### config.mk
export PLATFORM = sky130hd
export DESIGN_NAME = dmem_resp
export DESIGN_NICKNAME = d
export VERILOG_FILES = /design/src/rtl/dmem_pkg.sv /design/src/rtl/dmem_array.sv /design/src/rtl/dmem_resp.sv
export SDC_FILE = /design/constraint.sdc
export NUM_CORES = 2
export LEC_CHECK = 0
export BUFFER_PORTS_ARGS = -buffer_cell sky130_fd_sc_hd__buf_2
export CAP_MARGIN = 15
export CORE_MARGIN = 2
export CORE_UTILIZATION = 50
export DETAILED_ROUTE_END_ITERATION = 8
export PLACE_DENSITY = 0.66
export SYNTH_ARGS = -nofsm -noshare
export SYNTH_HDL_FRONTEND = slang
export SYNTH_SLANG_ARGS = --single-unit
### constraint.sdc
create_clock -name clk -period 3.2 [get_ports clk]
set_clock_uncertainty 0.15 [all_clocks]
set_input_delay 0.16 -clock clk [delete_from_list [all_inputs] [get_ports clk]]
set_output_delay 0.16 -clock clk [all_outputs]
set_load 0.01 [all_outputs]
### src/rtl/dmem_pkg.sv
// dmem_pkg: shared state encoding and defaults for the data-memory responder
package dmem_pkg;
  typedef enum logic [1:0] {IDLE = 2'd0, WAIT = 2'd1, RESP = 2'd2} dmem_state_t;
  localparam int DMEM_WORD_W = 32;
  localparam int DMEM_DEPTH_DEF = 64;
  localparam int DMEM_LAT_DEF = 2;
endpackage

### src/rtl/dmem_array.sv
// dmem_array: DEPTH x 32 RAM, synchronous write, registered read with zero-on-reject
module dmem_array
  import dmem_pkg::*;
#(
  parameter int DEPTH = DMEM_DEPTH_DEF,
  localparam int AW = $clog2(DEPTH)
) (
  input  logic                   clk,
  input  logic                   reset,
  input  logic                   we,
  input  logic                   re,
  input  logic                   clr,
  input  logic [AW-1:0]          idx,
  input  logic [DMEM_WORD_W-1:0] wdata,
  output logic [DMEM_WORD_W-1:0] rdata
);
  logic [DMEM_WORD_W-1:0] mem [DEPTH];
  always_ff @(posedge clk)
    if (reset && we) mem[idx] <= wdata;
  // rdata only moves on loads or rejects, so it holds the last load value otherwise
  always_ff @(posedge clk)
    if (!reset) rdata <= '0;
    else if (re) rdata <= clr ? '0 : mem[idx];
endmodule

### src/rtl/dmem_resp.sv
// dmem_resp: wait-stated data-memory responder with req/ready handshake; DMEM_RESP_CHK_EN enables address checks
module dmem_resp
  import dmem_pkg::*;
#(
  parameter int DEPTH = DMEM_DEPTH_DEF,
  parameter int LAT = DMEM_LAT_DEF
) (
  input  logic                   clk,
  input  logic                   reset,
  input  logic                   req,
  input  logic                   we,
  input  logic [31:0]            addr,
  input  logic [DMEM_WORD_W-1:0] write_data,
  output logic                   ready,
  output logic [DMEM_WORD_W-1:0] read_data,
  output logic                   busy,
  output logic                   err
);
  localparam int AW = $clog2(DEPTH);
  dmem_state_t state, state_nx;
  logic [3:0] cnt;
  logic we_q, bad_q, rej_q;
  logic [AW-1:0] idx_q;
  logic [DMEM_WORD_W-1:0] wdata_q;
  logic acc, fire, bad_in, op_we, op_bad;
  logic [AW-1:0] op_idx;
  logic [DMEM_WORD_W-1:0] op_wdata;
`ifdef DMEM_RESP_CHK_EN
  assign bad_in = (|addr[1:0]) || (|addr[31:AW+2]);
`else
  logic unused_addr;
  assign unused_addr = ^{addr[31:AW+2], addr[1:0]};
  assign bad_in = 1'b0;
`endif
  assign acc = req && (state == IDLE || state == RESP);
  // with zero latency the access commits on its accept edge, straight from the inputs
  assign fire = (LAT == 0) ? acc : (state == WAIT && cnt == 4'd1);
  assign op_we = (LAT == 0) ? we : we_q;
  assign op_bad = (LAT == 0) ? bad_in : bad_q;
  assign op_idx = (LAT == 0) ? addr[AW+1:2] : idx_q;
  assign op_wdata = (LAT == 0) ? write_data : wdata_q;
  always_ff @(posedge clk)
    if (!reset) state <= IDLE;
    else state <= state_nx;
  always_comb begin
    state_nx = state == WAIT ? (cnt == 4'd1 ? RESP : WAIT) : acc ? (LAT > 0 ? WAIT : RESP) : IDLE;
  end
  always_comb begin
    ready = state == RESP;
    busy = state == WAIT;
    err = state == RESP && rej_q;
  end
  always_ff @(posedge clk)
    if (!reset) begin
      cnt <= '0;
      we_q <= 1'b0;
      bad_q <= 1'b0;
      rej_q <= 1'b0;
      idx_q <= '0;
      wdata_q <= '0;
    end else begin
      if (acc) begin
        cnt <= 4'(LAT);
        we_q <= we;
        bad_q <= bad_in;
        idx_q <= addr[AW+1:2];
        wdata_q <= write_data;
      end else if (state == WAIT) cnt <= cnt - 4'd1;
      if (fire) rej_q <= op_bad;
    end
  dmem_array #(.DEPTH(DEPTH)) u_array (
    .clk(clk),
    .reset(reset),
    .we(fire && op_we && !op_bad),
    .re(fire && (!op_we || op_bad)),
    .clr(op_bad),
    .idx(op_idx),
    .wdata(op_wdata),
    .rdata(read_data)
  );
endmodule

* Yosys cells after proc, flatten, opt, wreduce, memory -nomap -nowiden
Memory sizes are Yosys's and may differ from the RTL's. A register that Yosys moved wholly into a read port is not among the register bits.
Index checks and enable logic that the tools add are counted.
** Storage, ports and cells
- Bits in registers :: 45
- Bits in writable memories :: 2048
- Input bits :: 68
- Output and inout bits :: 35
- Logic and storage cells :: 30
- Memories kept :: 1
** Memories
- u_array.mem :: depth 64, width 32, rd ports 1, clocked after memory_dff 1, write ports 1, line dmem_array.sv:17 : logic [DMEM_WORD_W-1:0] mem [DEPTH];
** Operators by class
- Add/sub/neg operators :: 1
- Equal/unequal tests :: 3
- Multiplexer cells :: 7
- Bitwise operators :: 1
- Reduce and logical (&&, ||, !) cells :: 11
** Operator list (count)
- 2-bit 2-to-1 mux :: 4
- 1-bit logical AND :: 5
- 4-bit by 1-bit equality test with 1-bit output (second input constant) :: 1
- 4-bit by 1-bit subtractor with 4-bit output (second input constant) :: 1
- 1-bit 2-to-1 mux :: 3
- 2-bit by 1-bit equality test with 1-bit output (second input constant) :: 1
- 2-bit equality test (second input constant) :: 1
- 1-bit zero test :: 2
- 2-bit zero test :: 1
- 2-bit nonzero test :: 1
- 2-bit OR reduction :: 1
- 1-bit logical OR :: 1
- 1-bit inverter :: 1

* Logic depth before layout (Yosys ltp)
- Depth after elaboration :: 6
- Depth in mapped cells :: 12
- Gate-level depth less buffers :: 8

* Hierarchy
From an unflattened synthesis, not the netlist that was laid out.
** Unflattened totals
- Cells, all modules :: 4710
- Area, all modules :: 80238.2 sq um
** Modules (own cells, without submodules)
- dmem_array :: times used 1, cells an instance 4502, area each 78441.5 sq um, seq. area each 62139.6 sq um
- dmem_resp :: times used 1, cells an instance 208, area each 1796.7 sq um, seq. area each 900.9 sq um

* Least setup slack after synthesis
No wires, ideal clock.
- Path type :: register to register
- Start point :: register idx_q[2]
- End point :: memory u_array.mem[11][0] (enable)
- Library setup time :: 0.421 ns
- Arrival :: 2.960 ns
- Required time :: 2.629 ns
- Setup slack :: -0.331 ns
- Stages on the path, launching flop included :: 10
- Buffers on the path :: 6
- Period minus slack after synthesis :: 3.531 ns
- Cell sequence :: dfxtp_1 > buf_4 > buf_6 > buf_6 > buf_4 > buf_4 > buf_2 > nor2_1 > nand2_1 > nor2_1
** RTL lines
- start, declared :: line dmem_resp.sv:23 : logic [AW-1:0] idx_q;
- start signal, assigned :: line dmem_resp.sv:66 : idx_q <= addr[AW+1:2];
- end, declared :: line dmem_array.sv:17
No word-level cell before the write port.

==> results.yml <==
logic_synthesis:
  number_of_synthesized_flops_with_an_enable_pin: 2048
  synthTopCellsByArea: "edfxtp_1 (76%), mux4_2 (4.6%), mux2i_1 (4.5%)"
  number_of_standard_cells_after_synthesis: 4316
  syn_area_sq_mm: 0.0812
  yosys_warnings: 0
  synthDominantCellAreaShare_pct: 75.8
  synth_seq_area_share_pct: 77.7
  post-synth-top-area-cell: "edfxtp_1"
  synth.net_count: 4386
  synthesis.area_per_instance_sq_um: 18.8
  synth.distinct_cells: 70
  ys_ff_latch: 2125
  postSynth.topFlopCell: "edfxtp_1"
  synth-async-reset-ratio_pct: 0
finish:
  postLayoutCoreUtil_pct: 59.8
  area.growth.synth_to_final_pct: 18.6
  layout.nets: 4961
  final_design_area_no_fill_sq_mm: 0.0962
  share_of_cells_above_drive_strength_1_pct: 23.4
floorplanning:
  boundaryPins: 103
  die_area_sq_mm: 0.166
  floorplan.initialDensity_pct: 50.4
  dieHeight_um: 407
  core_ar_sq_mm: 0.161
  row_count: 147
  die-width_um: 407
grt:
  busiest_layer: "met2"
  wire_length_of_the_first_global_routing_pass_um: 340000
  gr-usage-all-layers_pct: 29.4
  grt_max_degree: 66
  global_route.overflow_total: 0
  grtUsageMet1_pct: 41.1
  met2_resource_use_gr_pct: 44.6
  antenna_found_initial: 8
  met3_usage_pct: 5.88
  number_of_global_route_vias_before_repair: 45600
timing:
  worstMarginPinSlew_ns: 1.17
  maxSlewViolCount: 0
  hold_viol: 0
  rsz0062_at_grt: "false"
  hold-worst-slack_ns: 0.160
  fin_crit_sh_pct: 97.5
  clock.fmax_mhz: 320
  timing.final.setup_violations: 0
  timing.final.crit_period_ns: 3.12
  worst_slew_margin_rel_pct: 21.8
clocking:
  cts.sink_count: 2125
  worstSkewPairLatency_ns: 0.83
  tritoncts.num_buffers: 203
  clk_pin_slew_ns: 0.07
  h-tree-depth: 4
  clock_tree_from_tritoncts: "done"
  clock-root-buffer: "clkbuf_16"
  max-clock-path-buffers: 3
drt:
  drt.antenna.violating_nets: 0
  detailroute.via_count: 46900
  post_drt_via_cell_ratio: 6.51
  number_of_drc_violations_after_detailed_routing_iteration_0: 7065
  firstDrtPassIters: 6
  wl_per_cell_um: 33.7
  total_length_of_routed_wires_um: 243000
  drc: 0
critical_path:
  endpoint_kind: "flop"
  crit_path_start_kind: "flop"
  timing.rr.end: "u_array.rdata[2]"
  worst_setup_path_endpoint: "u_array.rdata[2]"
  worstPathRequired_ns: 3.77
  startpoint: "idx_q[2]"
  setup.worst_path.class: "flop to flop"
  worstPathArrival_ns: 3.69
  worst-r2r-setup-slack_ns: 0.08
  reg2regPathDepth: 8
  critical_path.reg2reg.startpoint: "idx_q[2]"
  crit_fanout: 19
pwr:
  power_mw: 57.7
  leakagePower_nw: 29.9
  power_per_cell_area_mw_per_mm2: 599
  worst_ir_drop_vdd_mv: 0.621
min_path:
  class_of_the_tightest_hold_or_removal_check: "primary input to flop"
run_status:
  run_status: "complete, no violations"
job:
  cap_viol_max_count: 0
placement:
  place_hpwl_um: 148000
  detailed_place.area_sq_mm: 0.0887
  place.gp.congestion: 0.906
  place.port_buffers: 75
sequential cells by signal (all words and copies together) (netlist names):
signal and count:
cnt 4, idx_q 6, op_wdata 32, op_we 1, state 2, u_array.mem 2048, u_array.rdata 32
logic make-up after synthesis:
| kind of cell | Yosys count | synth area share [%] |
|---|---|---|
| AO/OA/AOI/OAI | 838 | 7.78 |
| XOR/XNOR | 3 | 0.0324 |
| adder cells (fa/ha/maj) | 2 | 0.0308 |
| buffers and inverters | 300 | 2.14 |
| flip-flops | 2125 | 77.7 |
| multiplexers | 587 | 9.90 |
| other | 1 | 0.00462 |
| AND/OR/NAND/NOR | 460 | 2.43 |
cell usage after synthesis, drive strengths merged, types with 3 or more instances:
cell type and n:
o221ai 12, mux2 55, o21ai 123, nor2 203, a32oi 4, a21oi 39
and3 12, nor2b 15, nand2 148, o22ai 73, a21boi 39, nand4 12
nand3 35, o221a 15, edfxtp 2048, o21bai 3, o2111ai 8, and4 3
buf 192, a211oi 13, a31oi 27, mux4 167, nor3 4, or3 3
o211ai 7, nand2b 7, inv 7, and2 9, clkbuf 101, o22a 10
a2111oi 6, a22o 12, or2 4, dfxtp 77, a22oi 127, mux2i 365
o21a 8, a221oi 301
power breakdown:
group / leakage, nW / internal [mW] / switching, mW / total (mW)
clock network: 3.10 / 13.1 / 10.0 / 23.2
registers: 18.5 / 30.6 / 0.327 / 30.9
logic: 8.36 / 1.35 / 2.20 / 3.56
total: 29.9 / 45.1 / 12.6 / 57.7
routing by layer:
metal	share of wire (%)	wire length, um
met4	5.0	12100
met1	38	92900
met3	11	27200
met2	46	111000
met5	0.011	27
placed cells by master (no fill, tap or decap), drive strengths merged, types with 4 or more instances in the layout:
cell type / n
a31oi: 27
dlygate4sd3: 107
a22oi: 127
bufinv: 10
clkbuf: 288
nand2b: 7
a21boi: 39
a21oi: 39
nor3: 4
edfxtp: 2048
a2111oi: 6
o221a: 15
or2: 4
clkinv: 59
o21a: 8
dfxtp: 77
o2111ai: 8
a211oi: 13
nor2b: 15
o21ai: 123
mux4: 167
nand3: 35
a22o: 12
o211ai: 7
nand2: 148
o22ai: 73
nand4: 12
and2: 9
and3: 12
mux2i: 365
o221ai: 12
o22a: 10
inv: 11
a221oi: 301
buf: 556
mux2: 55
nor2: 203
a32oi: 4
worst min-delay path by stage:
| stage | from | endpoint | slack, ns | depth (start not counted) |
|---|---|---|---|---|
| 6_report | reset | u_array.rdata[4] | 0.16 | 4 |
| 5_1_grt | reset | u_array.rdata[4] | 0.17 | 4 |
| 4_1_cts | reset | u_array.rdata[4] | 0.1 | 4 |
| 3_5_place_dp | write_data[7] | op_wdata[7] | 0.26 | 3 |
| 3_3_place_gp | write_data[29] | op_wdata[29] | 0.26 | 3 |
| 2_1_floorplan | addr[2] | idx_q[0] | 0.15 | 2 |
worst max-delay path, stage by stage (launching register included):
cell,delay (ns)
dfxtp_4,0.72
buf_12,0.30
and2_2,0.22
buf_4,0.33
a22oi_1,0.15
and3_1,0.32
a31oi_1,0.40
nand4_1,0.14
o221a_1,0.23
layout make-up:
cell class                      instances  area, sq um
Fill cell                           11400        64700
Sequential cell                      2125        63100
Multi-Input combinational cell       1891        17000
Timing Repair Buffer                  663         7070
Clock buffer                          288         5710
Tap cell                             2160         2700
Clock inverter                         76          647
Inverter                                7         33.8
Antenna cell                            2         5.00
stage by stage:
stage                     std cells  setup WS [ns]  TNS [ns]
after floorplan                4316         -0.331   -505.04
after global placement         6736        0.00533         0
after detailed placement       6736        -0.0352   -0.0352
after CTS                      7209         0.0251         0
after global routing           7211        0.00838         0
final                          7212         0.0797         0
timing repair:
action	CTS	global route
endpoints found under the setup margin	1	17
pin swaps	1	0
cloned	0	0
endpoints found under the hold margin	47	0
hold buffers	107	0
resized for setup	0	1
buffers inserted	2	1
No activity file was read; power rests on OpenSTA's default activity.
